===== src/rtl/dcache_mem_fill.sv =====
// Memory-side fill unit for the D-cache: one-entry request buffer, tagged bus issue,
// MSHR table for load misses and the registered Dmem2proc fill. Optional DMEM_MERGE_EN.
module dcache_mshr_entry #(
  parameter int MEM_TAG_W = 4
) (
  input  logic                 clock,
  input  logic                 reset,
  input  logic                 alloc,
  input  logic                 free,
  input  logic [MEM_TAG_W-1:0] alloc_tag,
  input  logic [28:0]          alloc_blk,
  output logic                 vld,
  output logic [MEM_TAG_W-1:0] tag,
  output logic [28:0]          blk
);
  // alloc only hits a free entry and free only a valid one, so they never collide
  always_ff @(posedge clock) begin
    if (reset) begin
      vld <= 1'b0;
      tag <= '0;
      blk <= '0;
    end else if (alloc) begin
      vld <= 1'b1;
      tag <= alloc_tag;
      blk <= alloc_blk;
    end else if (free) begin
      vld <= 1'b0;
    end
  end
endmodule

module dcache_mem_fill #(
  parameter int N_MSHR    = 4,
  parameter int MEM_TAG_W = 4
) (
  input  logic                 clock,
  input  logic                 reset,
  input  logic [1:0]           proc2Dmem_command,
  input  logic [31:0]          proc2Dmem_addr,
  input  logic [1:0]           proc2Dmem_size,
  input  logic [63:0]          proc2Dmem_data,
  output logic                 req_ready,
  output logic [1:0]           proc2mem_command,
  output logic [31:0]          proc2mem_addr,
  output logic [1:0]           proc2mem_size,
  output logic [63:0]          proc2mem_data,
  input  logic [MEM_TAG_W-1:0] mem2proc_response,
  input  logic [MEM_TAG_W-1:0] mem2proc_tag,
  input  logic [63:0]          mem2proc_data,
  output logic [4:0]           Dmem2proc_idx,
  output logic [7:0]           Dmem2proc_tag,
  output logic [63:0]          Dmem2proc_data,
  output logic                 Dmem2proc_valid,
  output logic                 mshr_full
);
  localparam logic [1:0] BUS_NONE    = 2'd0;
  localparam logic [1:0] BUS_LOAD    = 2'd1;
  localparam logic [1:0] SIZE_DOUBLE = 2'd3;

  typedef struct packed {
    logic [1:0]  cmd;
    logic [31:0] addr;
    logic [1:0]  size;
    logic [63:0] data;
  } mem_req_t;

  mem_req_t buf_q;
  logic     buf_vld;

  logic [N_MSHR-1:0]                ent_vld, alloc_oh, free_oh;
  logic [N_MSHR-1:0][MEM_TAG_W-1:0] ent_tag;
  logic [N_MSHR-1:0][28:0]          ent_blk;

  logic        is_load, merge_hit, take, issue_done, alloc_en, alloc_found, fill_hit;
  logic [28:0] fill_blk;

  assign is_load    = (proc2Dmem_command == BUS_LOAD);
  assign mshr_full  = &ent_vld;
  assign issue_done = buf_vld && (mem2proc_response != '0);
  assign alloc_en   = issue_done && (buf_q.cmd == BUS_LOAD);

`ifdef DMEM_MERGE_EN
  // a load to a block already in flight rides on that block's pending fill
  always_comb begin
    merge_hit = is_load && buf_vld && (buf_q.cmd == BUS_LOAD) &&
                (buf_q.addr[31:3] == proc2Dmem_addr[31:3]);
    for (int i = 0; i < N_MSHR; i++)
      if (is_load && ent_vld[i] && (ent_blk[i] == proc2Dmem_addr[31:3]))
        merge_hit = 1'b1;
  end
`else
  assign merge_hit = 1'b0;
`endif

  assign req_ready = (proc2Dmem_command != BUS_NONE) &&
                     (merge_hit || (!buf_vld && !(is_load && mshr_full)));
  assign take      = req_ready && !merge_hit;

  always_ff @(posedge clock) begin
    if (reset) begin
      buf_vld <= 1'b0;
      buf_q   <= '0;
    end else if (take) begin
      buf_vld <= 1'b1;
      buf_q   <= '{cmd: proc2Dmem_command, addr: proc2Dmem_addr,
                   size: proc2Dmem_size, data: proc2Dmem_data};
    end else if (issue_done) begin
      buf_vld <= 1'b0;
    end
  end

  always_comb begin
    proc2mem_command = BUS_NONE;
    proc2mem_addr    = '0;
    proc2mem_size    = SIZE_DOUBLE;
    proc2mem_data    = '0;
    if (buf_vld) begin
      proc2mem_command = buf_q.cmd;
      proc2mem_addr    = buf_q.addr;
      proc2mem_size    = buf_q.size;
      proc2mem_data    = buf_q.data;
    end
  end

  always_comb begin
    alloc_oh    = '0;
    alloc_found = 1'b0;
    for (int i = 0; i < N_MSHR; i++)
      if (!ent_vld[i] && !alloc_found) begin
        alloc_oh[i] = alloc_en;
        alloc_found = 1'b1;
      end
  end

  always_comb begin
    free_oh  = '0;
    fill_hit = 1'b0;
    fill_blk = '0;
    for (int i = 0; i < N_MSHR; i++)
      if (!fill_hit && ent_vld[i] && (mem2proc_tag != '0) && (ent_tag[i] == mem2proc_tag)) begin
        free_oh[i] = 1'b1;
        fill_hit   = 1'b1;
        fill_blk   = ent_blk[i];
      end
  end

  genvar g;
  generate
    for (g = 0; g < N_MSHR; g++) begin : g_mshr
      dcache_mshr_entry #(.MEM_TAG_W(MEM_TAG_W)) u_ent (
        .clock     (clock),
        .reset     (reset),
        .alloc     (alloc_oh[g]),
        .free      (free_oh[g]),
        .alloc_tag (mem2proc_response),
        .alloc_blk (buf_q.addr[31:3]),
        .vld       (ent_vld[g]),
        .tag       (ent_tag[g]),
        .blk       (ent_blk[g])
      );
    end
  endgenerate

  // upper block-address bits only feed the merge compare
  logic unused_blk;
  assign unused_blk = ^fill_blk[28:13];

  always_ff @(posedge clock) begin
    if (reset) begin
      Dmem2proc_valid <= 1'b0;
      Dmem2proc_idx   <= '0;
      Dmem2proc_tag   <= '0;
      Dmem2proc_data  <= '0;
    end else begin
      Dmem2proc_valid <= fill_hit;
      Dmem2proc_idx   <= fill_blk[4:0];
      Dmem2proc_tag   <= fill_blk[12:5];
      Dmem2proc_data  <= fill_hit ? mem2proc_data : '0;
    end
  end
endmodule


===== config.mk =====
export PLATFORM = sky130hd
export DESIGN_NAME = dcache_mem_fill
export DESIGN_NICKNAME = d
export VERILOG_FILES = /design/src/rtl/dcache_mem_fill.sv
export SDC_FILE = /design/constraint.sdc
export NUM_CORES = 1
export LEC_CHECK = 0
export CAP_MARGIN = 20
export CORE_AREA = 4 4 162 133
export DETAILED_ROUTE_END_ITERATION = 12
export DIE_AREA = 0 0 166 137
export PLACE_DENSITY = 0.87
export SLEW_MARGIN = 25
export SYNTH_ARGS = -nofsm -noshare
export SYNTH_HDL_FRONTEND = slang
export SYNTH_SLANG_ARGS = --single-unit

===== constraint.sdc =====
create_clock -name clock -period 3.66 [get_ports clock]
set_clock_uncertainty 0.2 [all_clocks]
set_input_delay 0.549 -clock clock [delete_from_list [all_inputs] [get_ports clock]]
set_output_delay 0.549 -clock clock [all_outputs]
set_load 0.05 [all_outputs]

Word-level counts from Yosys, hierarchy flattened
Cells that the tools add are included.

Bits in registers: 251. Input port bits: 174. Output and inout port bits: 180.

Equal/unequal tests: 6. Mux-type cells: 32. Bitwise operators: 1. Reduce and logical (&&, ||, !) cells: 39.

Operators by type and width (count): 64-bit 2-to-1 mux (1); 13-bit 2-to-1 mux (4); 32-bit 2-to-1 mux (1); 1-bit 2-to-1 mux (24); 1-bit logical AND (19); 4-bit equality test (4); 2-bit nonzero test (6); 1-bit logical NOT (10); 4-bit nonzero test (2); 2-bit by 1-bit equality test with 1-bit output, second input constant (2); 2-bit 2-to-1 mux (2); 4-bit AND reduction (1); 2-bit OR reduction (1); 1-bit NOT (1).

Depth between registers and ports, before layout
Depth in word-level cells: 21. Depth in mapped cells: 9. Gate-level depth less buffers: 6.

Cells and area by module
From an unflattened synthesis, not the netlist that was laid out.

Cell total of the unflattened synthesis: 1264. Area, all modules: 11851.4 um2.

By module, submodules not included: dcache_mem_fill (times used 1, cells an instance 820, area each 6896.6 um2); dcache_mshr_entry (times used 4, cells an instance 111, area each 1238.7 um2).

Worst setup path after synthesis
Ideal clock, no wire load.

Path kind: input -> register. From: input mem2proc_tag[2]. To: register Dmem2proc_idx[1]. Arrival time: 1.983 ns. Slack: 1.359 ns. Cell stages on the path: 7. Path through: buf_4 > xor2_1 > nor4_2 > a311oi_1 > buf_6 > a221o_1 > a32o_1.

Longest elaborated chain between the ends: 19. Elaborated cells on any way between the ends: 26. Those cells by class: 4 x eq/ne; 7 x mux; 15 x reduce/logical.

Ends and longest elaborated chain: start: declaration (line 48) `input logic [MEM_TAG_W-1:0] mem2proc_tag,`; 4-bit nonzero test (line 140) `if (!fill_hit && ent_vld[i] && (mem2proc_tag != '0) && (ent_tag[i] == mem2proc_tag)) begin`; 1-bit logical AND (2 in series) (line 140); 1-bit 2-to-1 mux (line 140); 1-bit logical NOT (line 140); 1-bit logical AND (3 in series) (line 140); 1-bit 2-to-1 mux (line 140); 1-bit logical NOT (line 140); 1-bit logical AND (3 in series) (line 140); 1-bit 2-to-1 mux (line 140); 1-bit logical NOT (line 140); 1-bit logical AND (3 in series) (line 140); 13-bit 2-to-1 mux (*) (line 140); end signal: assignment (line 176) `Dmem2proc_idx <= fill_blk[4:0];`; end: declaration (line 50) `output logic [4:0] Dmem2proc_idx,`.

Mark *: on every way between the ends. The rest lies on a longest branch, timed or not. A chain may end at the register's enable or synchronous reset.

Worst setup path in the final report
From: register buf_vld. To: output proc2mem_addr[10].

Longest elaborated chain between the ends: 1.

Ends and longest elaborated chain: start: declaration (line 68) `logic buf_vld;`; start signal: assignment (line 101) `buf_vld <= 1'b0;`; start signal: assignment (line 104) `buf_vld <= 1'b1;`; start signal: assignment (line 108) `buf_vld <= 1'b0;`; 32-bit 2-to-1 mux (line 117) `if (buf_vld) begin`; end: declaration (line 44) `output logic [31:0] proc2mem_addr,`.

Every way passes these cells.

==> summary.md <==
| Metric | Value |
|---|---|
| Post-synthesis adder-cell area fraction | `0%` |
| First-pass GRT wire length | `46.0 mm` |
| P&R area growth vs syn | `47.0%` |
| Layout cell share with drive strength beyond 1 | `4.64%` |
| Type of the tightest min-delay check | `in2reg` |
| # diodes | `0` |
| DR vias | `8577` |
| Core ar. | `0.0197 mm2` |
| # hold bufs at CTS | `0` |
| Maxcap violations | `0` |
| Worst relative slew slack | `28.6%` |
| Hold Vio Cnt, Final | `0` |
| Post-Route WL | `29.6 mm` |
| Pwr Density | `436 mW/mm2` |
| Largest area contributor in the netlist | `dfxtp_1` |
| Peak Freq | `314 MHz` |
| Synth Register Bits | `251` |
| Total GRT Usage | `24.5%` |
| Reg2reg start | `g_mshr[1].u_ent.vld$_SDFFE_PP0P_` |
| Critical path startpoint category | `register` |
| Hold Path End | `g_mshr[3].u_ent.blk[5]$_SDFFE_PP0P_` |
| XOR/XNOR Fraction of Synth Area | `1.30%` |
| GRT overflow | `0` |
| Hold path cells | `2` |
| CP top delay family | `buffers and inverters` |
| DR WL/cell | `17.6 um` |
| R2R depth | `6` |
| Fillers | `1446` |
| Port bufs | `353` |
| Post-CTS sizing | `0` |
| Register area share after synthesis | `53.4%` |
| Finished Layout Cells | `1687` |
| Dpl cells | `1642` |
| I/O pin cnt | `354` |
| Worst EP arrival | `2440 ps` |
| Slew @ Worst Pin | `1070 ps` |
| Largest net degree at the start of global routing | `152` |
| Yosys top cell area share | `53.4%` |
| Vias in the first global route | `8643` |
| Initial Util | `47.7%` |
| Antenna violations before repair | `0` |
| Mux cell area share after synthesis | `1.91%` |
| DIE WIDTH | `166 um` |
| Fin crit share | `87.1%` |
| Clock-pin slew on the worst setup and hold paths | `60 ps` |
| Worst path cell trace | `buf_12 > and2_1 > clkdlybuf4s50_1` |
| Finished Core Util | `70.1%` |
| Total number of yosys warnings | `0` |
| CP max-delay cell | `clkdlybuf4s50_1` |
| Drt pass-1 iters | `6` |
| Simple-Gate Fraction of Synth Area | `26.8%` |
| CP required | `2910 ps` |
| Total die area | `0.0227 mm2` |
| Post-synthesis cell area | `0.00941 mm2` |
| CP Class | `reg2out` |
| DPL Wire Length | `20.6 mm` |
| Max clock buf depth | `3` |
| H-tree depth | `1` |
| Hold Crit Start | `reset` |
| Synth area leaders | `dfxtp_1 53%, nand2_1 12%, and2_1 11%` |
| Syn nets | `1270` |
| VDD IR max | `0.325 mV` |
| Worst R2R Setup Slack | `1100 ps` |
| Run status | `complete, no violations` |
| Post-layout min period | `3190 ps` |
| Number of library cell types mapped by synthesis | `41` |
| Clock latency on the worst-skew pair | `520 ps` |
| RSZ-0062 raised after global routing | `no` |
| CTS tree | `yes` |
| RR Endpoint | `buf_q[94]$_SDFFE_PP0P_` |
| Critical Path Sink Type | `primary output` |
| Placed cell area | `0.0130 mm2` |
| Syn Inst Count | `1096` |
| Antenna viol nets, final | `0` |
| Final setup fails | `0` |
| Row cnt | `46` |
| Design Area, Final | `0.0138 mm2` |
| CTS root buffer | `clkbuf_16` |
| Largest family of logic cells by synthesized area | `simple AND/OR/NAND/NOR gates` |
| Slew Limit Fails | `0` |
| DRC viols | `0` |
| Clk sinks | `251` |
| DR iter-0 viols | `717` |
| Vias per Instance | `5.08` |
| Global placer's final weighted congestion | `0.884` |
| Final Net Count | `1579` |
| CP max FO | `82` |
| Leakage | `5.12 nW` |
| Die H | `137 um` |
| Hold slack final | `215 ps` |
| CP max stage delay | `850 ps` |
| Setup Fix Bufs, Post-CTS | `0` |
| Synth Area per Inst | `8.59 um2` |
| Fin Setup TNS | `0 ps` |
| CP bufs+invs | `2` |
| Compound-cell area share of the yosys netlist | `12.0%` |
| Num CTS Buffers | `25` |
[layer usage]
metal	vias up	GRT usage, %	routed length [um]
li1	4161	-	-
met1	4036	29.3	11400
met2	312	43.4	15000
met3	68	6.47	2300
met4	0	8.06	960
met5	-	0	0
[through the flow]
step,total power [mW],worst slack [ps]
after global placement,3.62,365
final,6.04,472
after CTS,6.07,451
after global routing,6.25,349
after detailed placement,3.63,389
after floorplan,3.29,1360
[cells in the mapped netlist, drive strengths merged]
master  number
buf         35
inv          7
and4         2
a21oi      155
nand2b      15
nand3        1
o32ai        1
clkbuf      51
nor2        21
a32o        12
xnor2        9
or3          4
a221oi       1
nor3         4
o31ai        2
o31a         1
and3         1
xor2         5
o21ai        3
a311oi       1
and2       161
nand4        3
a41oi        1
dfxtp      251
o211ai       1
nor4         5
a211oi       1
mux2i       18
or2          4
nand2      307
o41ai        1
a221o       12
[report_power, final]
| part | total, mW | internal [mW] | switching (mW) | leakage (nW) |
|---|---|---|---|---|
| combinational | 0.702 | 0.315 | 0.388 | 2.69 |
| clock | 2.46 | 1.42 | 1.04 | 0.388 |
| sequential | 2.87 | 2.82 | 0.0567 | 2.04 |
| total | 6.04 | 4.55 | 1.48 | 5.12 |
[final cells by class]
type	instances	area, um2	area share [%]
multi-input combinational	752	3990	28.8
timing repair buffer	368	3680	26.6
clock inverter	4	26.3	0.190
sequential	251	5030	36.3
tap	264	330	2.39
clock buffer	41	766	5.53
inverter	7	26.3	0.190
[state kept, by name (all words and copies together), names as in the netlist]
register	cells
Dmem2proc_idx	5
Dmem2proc_data	64
g_mshr.u_ent.vld	4
Dmem2proc_tag	8
g_mshr.u_ent.tag	16
buf_vld	1
buf_q	100
g_mshr.u_ent.blk	52
Dmem2proc_valid	1
[layout by cell type (no fill, tap or decap), drive strengths merged]
cell type and n:
clkdlybuf4s50 351, nand2 307, dfxtp 251, and2 161
a21oi 155, clkbuf 41, nor2 21, mux2i 18
buf 17, nand2b 15, a221o 12, a32o 12
xnor2 9, inv 8, xor2 5, nor4 5
or3 4, nor3 4, or2 4, nand4 3
o21ai 3, and4 2, o31ai 2, clkinv 2
and3 1, o41ai 1, a311oi 1, a221oi 1
o211ai 1, o32ai 1, o31a 1, nand3 1
a41oi 1, a211oi 1, clkinvlp 1
[cell families (layout without fill, tap and decap cells)]
kind of cell              after synthesis  in the layout
AOI/OAI and AO/OA                     192            192
xor gates and xnor gates               14             14
buffers and inverters                  93            420
DFF                                   251            251
muxes                                  18             18
and+or+nand+nor                       528            528
[worst max path at each step]
stage / from / endpoint / slack, ps / depth (start not counted)
after floorplan: mem2proc_tag[2] / Dmem2proc_idx[1]$_SDFF_PP0_ / 1360 / 7
after global placement: mem2proc_tag[2] / Dmem2proc_tag[0]$_SDFF_PP0_ / 370 / 6
after detailed placement: mem2proc_tag[1] / Dmem2proc_idx[4]$_SDFF_PP0_ / 390 / 6
after CTS: buf_vld$_SDFFE_PP0P_ / proc2mem_addr[6] / 450 / 3
after global routing: buf_vld$_SDFFE_PP0P_ / proc2mem_addr[10] / 350 / 3
final: buf_vld$_SDFFE_PP0P_ / proc2mem_addr[10] / 470 / 3
No activity file was read; power rests on OpenSTA's default activity.
